==> src/rtl/exc_pipe_tracker_if.sv <==
// exc_pipe_tracker_if: D-stage instruction feed, per-stage exception flags,
// stall/eret control and the CP0 results (EPC/Cause/EXL) plus flush.
// master = pipeline control side, slave = exc_pipe_tracker.
interface exc_pipe_tracker_if #(
  parameter int NUM_STAGES = 3,
  parameter int CODE_W     = 5,
  parameter int PC_W       = 32
) ();
  logic                         instr_vld_d;
  logic [PC_W-1:0]              pc_d;
  logic                         bd_d;
  logic [NUM_STAGES-1:0]        exc_req;
  logic [NUM_STAGES*CODE_W-1:0] exc_code;
  logic                         stall;
  logic                         eret;
  logic [5:0]                   hw_int;
  logic [6:0]                   im_ie;
  logic                         exc_commit;
  logic                         flush;
  logic [CODE_W-1:0]            cause_code;
  logic                         cause_bd;
  logic [PC_W-1:0]              epc;
  logic                         exl;

  modport master (
    output instr_vld_d, pc_d, bd_d, exc_req, exc_code, stall, eret, hw_int, im_ie,
    input  exc_commit, flush, cause_code, cause_bd, epc, exl
  );

  modport slave (
    input  instr_vld_d, pc_d, bd_d, exc_req, exc_code, stall, eret, hw_int, im_ie,
    output exc_commit, flush, cause_code, cause_bd, epc, exl
  );
endinterface

==> src/rtl/exc_pipe_tracker.sv <==
// exc_pipe_tracker: carries valid/pending-exception/code/bd/pc of each
// in-flight instruction through NUM_STAGES registered stages, merges newly
// raised exceptions (oldest detection wins), commits at the final stage into
// EPC/Cause/EXL and raises flush on exception entry or ERET.
// Optional feature macro: EXC_INT_EN (hardware interrupts taken at the final
// stage with code 0). Default build ignores hw_int/im_ie.
module exc_pipe_tracker #(
  parameter int NUM_STAGES = 3,
  parameter int CODE_W     = 5,
  parameter int PC_W       = 32
) (
  input logic               clk,
  input logic               reset_n,
  exc_pipe_tracker_if.slave bus
);
  localparam int LAST = NUM_STAGES - 1;

  typedef struct packed {
    logic              vld;
    logic              pend;
    logic [CODE_W-1:0] code;
    logic              bd;
    logic [PC_W-1:0]   pc;
  } stage_t;

  stage_t [NUM_STAGES-1:0] r_stg;
  stage_t [NUM_STAGES-1:0] w_mrg;

  logic              w_int_take;
  logic              w_exc_commit;
  logic              w_flush;
  logic [CODE_W-1:0] w_commit_code;
  logic [PC_W-1:0]   w_epc_nxt;

  logic [CODE_W-1:0] r_cause_code;
  logic              r_cause_bd;
  logic [PC_W-1:0]   r_epc;
  logic              r_exl;

  // merged view: a held pending code is never overwritten by a younger detection
  always_comb begin
    w_mrg = r_stg;
    for (int i = 0; i < NUM_STAGES; i++) begin
      if (!r_stg[i].pend && r_stg[i].vld && bus.exc_req[i]) begin
        w_mrg[i].pend = 1'b1;
        w_mrg[i].code = bus.exc_code[i*CODE_W +: CODE_W];
      end
    end
  end

`ifdef EXC_INT_EN
  assign w_int_take = (|(bus.hw_int & bus.im_ie[6:1])) & bus.im_ie[0] & ~r_exl & r_stg[LAST].vld;
`else
  logic w_unused_irq;
  assign w_unused_irq = ^{bus.hw_int, bus.im_ie};
  assign w_int_take   = 1'b0;
`endif

  // interrupt overrides whatever code the final-stage instruction carries
  assign w_exc_commit  = (w_mrg[LAST].vld & w_mrg[LAST].pend) | w_int_take;
  assign w_commit_code = w_int_take ? '0 : w_mrg[LAST].code;
  assign w_epc_nxt     = w_mrg[LAST].bd ? (w_mrg[LAST].pc - PC_W'(4)) : w_mrg[LAST].pc;
  // reset gating keeps flush quiet while reset is held, even if eret is driven
  assign w_flush       = reset_n & (w_exc_commit | bus.eret);

  // stage registers: flush kills everything, stall holds all but the final stage
  always_ff @(posedge clk or negedge reset_n) begin
    if (!reset_n) begin
      r_stg <= '0;
    end else if (w_flush) begin
      for (int i = 0; i < NUM_STAGES; i++) begin
        r_stg[i].vld  <= 1'b0;
        r_stg[i].pend <= 1'b0;
      end
    end else if (bus.stall) begin
      r_stg[LAST].vld  <= 1'b0;
      r_stg[LAST].pend <= 1'b0;
    end else begin
      r_stg[0].vld  <= bus.instr_vld_d;
      r_stg[0].pend <= 1'b0;
      r_stg[0].code <= '0;
      r_stg[0].bd   <= bus.bd_d;
      r_stg[0].pc   <= bus.pc_d;
      for (int i = 1; i < NUM_STAGES; i++) r_stg[i] <= w_mrg[i-1];
    end
  end

  // CP0 state: commit beats eret; EPC only captured on first-level entry
  always_ff @(posedge clk or negedge reset_n) begin
    if (!reset_n) begin
      r_cause_code <= '0;
      r_cause_bd   <= 1'b0;
      r_epc        <= '0;
      r_exl        <= 1'b0;
    end else if (w_exc_commit) begin
      r_cause_code <= w_commit_code;
      r_cause_bd   <= w_mrg[LAST].bd;
      if (!r_exl) begin
        r_epc <= w_epc_nxt;
        r_exl <= 1'b1;
      end
    end else if (bus.eret) begin
      r_exl <= 1'b0;
    end
  end

  assign bus.exc_commit = w_exc_commit;
  assign bus.flush      = w_flush;
  assign bus.cause_code = r_cause_code;
  assign bus.cause_bd   = r_cause_bd;
  assign bus.epc        = r_epc;
  assign bus.exl        = r_exl;
endmodule

==> src/flat_wrapper.sv <==
// flat-port wrapper written by rule: the top's interface ports become plain ports
module exc_pipe_tracker_flat 
#(
  parameter int NUM_STAGES = 3,
  parameter int CODE_W     = 5,
  parameter int PC_W       = 32
)
  (clk, reset_n, bus_instr_vld_d, bus_pc_d, bus_bd_d, bus_exc_req, bus_exc_code, bus_stall, bus_eret, bus_hw_int, bus_im_ie, bus_exc_commit, bus_flush, bus_cause_code, bus_cause_bd, bus_epc, bus_exl);
  exc_pipe_tracker_if #(.NUM_STAGES(NUM_STAGES), .CODE_W(CODE_W), .PC_W(PC_W)) bus_i ();
  input logic clk;
  input logic reset_n;
  input wire logic [$bits(bus_i.instr_vld_d)-1:0] bus_instr_vld_d;
  input wire logic [$bits(bus_i.pc_d)-1:0] bus_pc_d;
  input wire logic [$bits(bus_i.bd_d)-1:0] bus_bd_d;
  input wire logic [$bits(bus_i.exc_req)-1:0] bus_exc_req;
  input wire logic [$bits(bus_i.exc_code)-1:0] bus_exc_code;
  input wire logic [$bits(bus_i.stall)-1:0] bus_stall;
  input wire logic [$bits(bus_i.eret)-1:0] bus_eret;
  input wire logic [$bits(bus_i.hw_int)-1:0] bus_hw_int;
  input wire logic [$bits(bus_i.im_ie)-1:0] bus_im_ie;
  output wire logic [$bits(bus_i.exc_commit)-1:0] bus_exc_commit;
  output wire logic [$bits(bus_i.flush)-1:0] bus_flush;
  output wire logic [$bits(bus_i.cause_code)-1:0] bus_cause_code;
  output wire logic [$bits(bus_i.cause_bd)-1:0] bus_cause_bd;
  output wire logic [$bits(bus_i.epc)-1:0] bus_epc;
  output wire logic [$bits(bus_i.exl)-1:0] bus_exl;
  assign bus_i.instr_vld_d = bus_instr_vld_d;
  assign bus_i.pc_d = bus_pc_d;
  assign bus_i.bd_d = bus_bd_d;
  assign bus_i.exc_req = bus_exc_req;
  assign bus_i.exc_code = bus_exc_code;
  assign bus_i.stall = bus_stall;
  assign bus_i.eret = bus_eret;
  assign bus_i.hw_int = bus_hw_int;
  assign bus_i.im_ie = bus_im_ie;
  assign bus_exc_commit = bus_i.exc_commit;
  assign bus_flush = bus_i.flush;
  assign bus_cause_code = bus_i.cause_code;
  assign bus_cause_bd = bus_i.cause_bd;
  assign bus_epc = bus_i.epc;
  assign bus_exl = bus_i.exl;
  exc_pipe_tracker #(.NUM_STAGES(NUM_STAGES), .CODE_W(CODE_W), .PC_W(PC_W)) u_core (.clk(clk), .reset_n(reset_n), .bus(bus_i));
endmodule
==> config.mk <==
export PLATFORM = sky130hd
export DESIGN_NAME = exc_pipe_tracker_flat
export DESIGN_NICKNAME = d
export VERILOG_FILES = /design/src/rtl/exc_pipe_tracker_if.sv /design/src/rtl/exc_pipe_tracker.sv /design/src/flat_wrapper.sv
export SDC_FILE = /design/constraint.sdc
export NUM_CORES = 1
export LEC_CHECK = 0
export ABC_AREA = 1
export CAP_MARGIN = 20
export CORE_MARGIN = 5
export CORE_UTILIZATION = 53
export DETAILED_ROUTE_END_ITERATION = 12
export PLACE_DENSITY = 0.8
export SETUP_SLACK_MARGIN = 0.5
export SYNTH_ARGS = -nofsm -noshare
export SYNTH_HDL_FRONTEND = slang
export SYNTH_SLANG_ARGS = --single-unit
export TNS_END_PERCENT = 5
==> constraint.sdc <==
create_clock -name clk -period 1.9 [get_ports clk]
set_input_delay 0.285 -clock clk [delete_from_list [all_inputs] [get_ports clk]]
set_output_delay 0.285 -clock clk [all_outputs]
set_load 0.005 [all_outputs]
Word level (Yosys, flattened, before mapping)
Cells that the tools add are included.
Operators by class
  bitwise operators: 6
  add/sub/neg operators: 1
  muxes and demuxes: 11
  reductions and logical operators: 12
  equal/unequal tests: 1
Operator list (count)
  $mux 80: 1
  $mux 32: 1
  $sub 32x3->32 const B: 1
  $mux 6: 3
  $mux 2: 4
  $logic_and 1x1->1: 6
  $reduce_and 2->1: 2
  $logic_not 1->1: 3
  $not 1->1: 3
  $and 1x1->1: 2
  $mux 1: 2
  $ne 2x1->1 const B: 1
  $reduce_bool 2->1: 1
  $or 1x1->1: 1
Storage, ports and cells
  flip-flop bits (word level): 154
  logic and storage cells: 49

Logic depth before layout (Yosys ltp)
  depth in word-level cells: 9
  depth in mapped cells: 12

Least setup slack after synthesis
OpenSTA, ideal clock, no wires.
  kind: reg2reg
  from: register u_core.r_stg[82] (netlist bit)
  to: register u_core.r_epc[22], in the netlist u_core.bus.epc[22]
  slack: 0.397 ns
  clock period less this slack: 1.503 ns
  buffers on the path: 0
  arrival time: 1.385 ns
  data required time: 1.783 ns
  cell stages (with the launch flop): 12
  path through: dfrtp_1 -> inv_1 -> ha_1 -> nand2_1 -> inv_2 -> nand2_4 -> nor2_1 -> nand2_1 -> nor2_4 -> nand3_1 -> nand3_1 -> nand2_1
On the way
  word-level cells in the longest chain between the ends: 2
Ends and longest elaborated chain
  from (decl): RTL line exc_pipe_tracker.sv:26  | stage_t [NUM_STAGES-1:0] r_stg;
  $sub 32x3->32: RTL line exc_pipe_tracker.sv:62  | assign w_epc_nxt = w_mrg[LAST].bd ? (w_mrg[LAST].pc - PC_W'(4)) : w_mrg[LAST].pc;
  $mux 32: RTL line exc_pipe_tracker.sv:62
  to (signal assigned): RTL line exc_pipe_tracker.sv:99  | r_epc <= w_epc_nxt;
  to (decl): RTL line exc_pipe_tracker.sv:37  | logic [PC_W-1:0] r_epc;
Every way passes these cells.
A chain may end at the register's enable or synchronous reset.

Worst setup path in the final report
  from: register u_core.r_stg[118] (netlist bit)
  to: register u_core.r_stg[78] (netlist bit)
On the way
  word-level cells in the longest chain between the ends: 8
  elaborated cells between the ends (all ways): 9
  classes of those cells: 1 x eq/ne; 2 x mux; 3 x bitwise; 3 x reduce/logical
Ends and longest elaborated chain
  $logic_not 1->1: RTL line exc_pipe_tracker.sv:44  | if (!r_stg[i].pend && r_stg[i].vld && bus.exc_req[i]) begin
  $logic_and 1x1->1 (2 in a row): RTL line exc_pipe_tracker.sv:44
  $mux 6 *: RTL line exc_pipe_tracker.sv:44
  $and 1x1->1 *: RTL line exc_pipe_tracker.sv:60  | assign w_exc_commit = (w_mrg[LAST].vld & w_mrg[LAST].pend) | w_int_take;
  $or 1x1->1 *: RTL line exc_pipe_tracker.sv:64  | assign w_flush = reset_n & (w_exc_commit | bus.eret);
  $and 1x1->1 *: RTL line exc_pipe_tracker.sv:64
  $ne 2x1->1 (no source line) or $mux 2 (tied branches)
Every way passes the cells marked *; elsewhere a longest branch is shown, timed or not.

==> impl_results.md <==
- Number of instances in the synthesized netlist: 788
- DRC violations left: 0
- Number of sinks driven by the clock tree: 153
- DRT iter0 DRCs: 580
- Share of cells above drive strength 1: 0.101
- Worst hold-check slack: -0.0143 ns
- Estimated wirelength of the detail-placed design: 9.63 mm
- Vias per inst: 5.10
- Area post-placement: 7770 sq um
- Share of synthesized registers carrying an async set or reset: 1.00
- Drt pass-1 iters: 5
- Register area: 3830 sq um
- Largest net degree at the start of global routing: 154
- Clock root buffer master: sky130_fd_sc_hd__clkbuf_16
- Worst-skew pair later-pin latency: 0.43 ns
- Pre-CTS worst setup slack: -0.0373 ns
- GR met3 Demand/Resource: 0.0409
- Distinct cells, synth: 30
- Crit path kind: reg2reg
- Max rail drop VDD: 0.742 mV
- Number of nets produced by synthesis: 858
- Number of buffers created by CTS: 17
- Final Skew: 0.00623 ns
- Count of state elements after synthesis: 153
- Core area: 12,100 sq um
- Global routing usage on met1: 0.323
- Warnings from Yosys: 0
- Filler-free cell count of the finished design: 1,082
- Standard-cell rows: 40
- Highest attainable clock frequency: 0.595 GHz
- Library cell contributing the largest single delay on the critical path: sky130_fd_sc_hd__dfrtp_1
- Endpoints failing setup: 0
- Most frequently used cell type in the post-synthesis netlist: sky130_fd_sc_hd__nand2_1
- Number of hold-repair buffers added at the cts stage: 0
- Average cell area after synthesis: 8.38 sq um
- Antenna violations before repair: 0
- Layer with the highest usage: met1
- Share of the cycle needed by the critical path after routing: 0.885
- Post-synthesis sequential area ratio: 0.580
- Largest fanout of any net on the critical path: 7
- Worst setup SP type: register
- Netlist area before placement: 6600 sq um
- Number of pins exceeding their max-slew limit in the final report: 0
- Critical Path Start: u_core.r_stg[118]
- Vertical extent of the die: 122 microns
- Outcome: finished with violations
- Worst-margin pin slew: 0.801 ns
- Wire per inst: 15.2 microns
- Startpoint of the worst register-to-register path: u_core.r_stg[118]
- Post-Route WL: 16.5 mm
- Routability Congestion: 0.843
- Initial core utilization: 0.545
- Count of maximum capacitance violations: 0
- Critical path capture point type: register
- Via count of the first global-routing pass: 5,052
- Cell seen most often among critical-path stages: sky130_fd_sc_hd__buf_4
- Power density cells: 1150 nW/um^2
- Antenna cells: 0
- Global-route wire length before repair: 25.0 mm
- Slowest cell delay on critical path: 0.39 ns
- Dominant cells by area after synthesis: sky130_fd_sc_hd__dfrtp_1, sky130_fd_sc_hd__nand2_1, sky130_fd_sc_hd__o21ai_0, sky130_fd_sc_hd__inv_1, sky130_fd_sc_hd__nand3_1
- Overall global routing resource usage: 0.215
- Worst path setup slack after routing: 0.218 ns
- CTS tree: done
- EDFF count, synth: 0
- Hold crit path type: in2async
- Overall die width: 122 microns
- P&R area growth vs syn: 32.6%
- Final design instance area without fill: 8760 sq um
- Area of the multi-input gates: 2430 sq um
- Final critical path time including I/O delays and setup: 1.68 ns
- Total of fill cells in the finished design: 888
- Required arrival time at the worst endpoint: 2.22 ns
- Number of port buffers: 96
- Reg2Reg Capture Point: u_core.r_stg[78]
- Count of cells along the worst register-to-register path: 9
- Cell accounting for the most synthesized area: sky130_fd_sc_hd__dfrtp_1
- End point of the critical path: u_core.r_stg[78]
- Violations in the final reports: negative hold slack
- Post-Route Setup TNS: 0 ns
- Clock-pin transition on the worst setup and hold timing paths: 0.06 ns
- H-tree level count: 4
- Final number of hold-violating endpoints: 7
- RSZ-0062 raised after global routing: true
- Total Nets Final: 972
- Cells traversed along the worst timing path: o21ai_2 > buf_4 > a21boi_2 > buf_4 > nor2_4 > buf_12 > buf_4 > nand3_4 > o21ai_0
- Register-to-register setup slack: 0.22 ns
- Most numerous cell types in the synthesized netlist: sky130_fd_sc_hd__nand2_1, sky130_fd_sc_hd__dfrtp_1, sky130_fd_sc_hd__inv_1, sky130_fd_sc_hd__o21ai_0
- Leakage power total: 4.38 nW
- Power consumption: 10.1 mW
- Number of buffers between clock root and the deepest sink: 2
- Relative slew slack: 0.466
- Vias: 5,516
- GRT overflow: 0
- Cell Count Post-Placement: 1,033
- Area share of the largest cell type after synthesis: 0.580
- Most used flip-flop cell after synthesis: sky130_fd_sc_hd__dfrtp_1
- DRT antenna net count: 0
- Met2 layer usage reported by global route: 0.312
- Number of primary I/O pins: 110
- Arrival time at the worst endpoint: 2.00 ns
- Overall die area: 14,800 sq um
-- area by class of cell --
type | instances | share of cell area
Clock inverter | 12 | 0.0200
Clock buffer | 19 | 0.0506
Inverter | 64 | 0.0289
Sequential cell | 153 | 0.437
Timing Repair Buffer | 126 | 0.162
Tap cell | 168 | 0.0240
Multi-Input combinational cell | 540 | 0.278
-- logic make-up (layout without fill, tap and decap cells) --
group | Yosys count | in the layout | synth area share
xor gates and xnor gates | 10 | 10 | 0.0133
buffers and inverters | 95 | 221 | 0.0620
AOI/OAI and AO/OA | 85 | 85 | 0.0705
DFF | 153 | 153 | 0.580
adders and majority gates | 1 | 1 | 0.00189
and+or+nand+nor | 444 | 444 | 0.273
-- where the power goes --
group	leakage, nW	total, mW	switching [mW]	internal (mW)
registers	1.96	4.33	0.431	3.90
logic	2.13	2.24	1.13	1.12
clock network	0.283	3.51	1.30	2.22
-- worst min-delay path by stage --
stage / start / endpoint / slack [ns] / cells after the start
after floorplan: reset_n / u_core.bus.cause_bd / -0.01 / 0
after global placement: u_core.r_stg[19] / u_core.r_stg[19] / 0.45 / 2
after detailed placement: u_core.r_stg[19] / u_core.r_stg[19] / 0.46 / 2
after CTS: reset_n / u_core.r_stg[76] / 0.05 / 2
after global routing: reset_n / u_core.r_stg[76] / 0.05 / 2
final: reset_n / u_core.r_stg[76] / -0.01 / 2
-- cells in the final DEF (no fill, tap or decap), types with 11 or more instances in the layout --
cell type,synthesis,final
sky130_fd_sc_hd__o21ai_0,57,57
sky130_fd_sc_hd__dfrtp_1,153,153
sky130_fd_sc_hd__clkdlybuf4s50_1,0,91
sky130_fd_sc_hd__nor2_1,37,33
sky130_fd_sc_hd__inv_1,62,59
sky130_fd_sc_hd__nand3_1,37,37
sky130_fd_sc_hd__buf_4,3,12
sky130_fd_sc_hd__nand2_1,349,342
sky130_fd_sc_hd__clkbuf_16,0,22
sky130_fd_sc_hd__nand4_1,11,11
-- worst max-delay path, delay by kind of cell (launching register included) --
family,cells,cell delay (ns)
buffers and inverters,4,0.60
AOI/OAI and AO/OA,3,0.36
DFF,1,0.39
and+or+nand+nor,2,0.21
-- what timing repair did --
item,CTS,global route
pin swaps,6,4
endpoints found under the setup margin,177,191
cloned,2,7
setup buffers,8,1
resized for setup,15,21
-- routing by layer --
layer / vias up / part of all wire
li1: 2707 / -
met1: 2579 / 0.46
met2: 197 / 0.46
met3: 33 / 0.063
met4: 0 / 0.022
met5: - / 0
-- state kept, by name, summed over array words and instances, names as in the netlist --
register	flops
u_core.bus.cause_code	5
u_core.r_stg	114
u_core.bus.cause_bd	1
u_core.bus.epc	32
u_core.bus.exl	1
-- through the flow --
stage	util	hold slack [ns]
after CTS	0.705	0.0485
after floorplan	-	-0.0106
after global placement	0.642	0.454
after global routing	0.723	0.0464
after detailed placement	0.642	0.458
final	0.723	-0.0143
(Power assumes the default switching activity.)
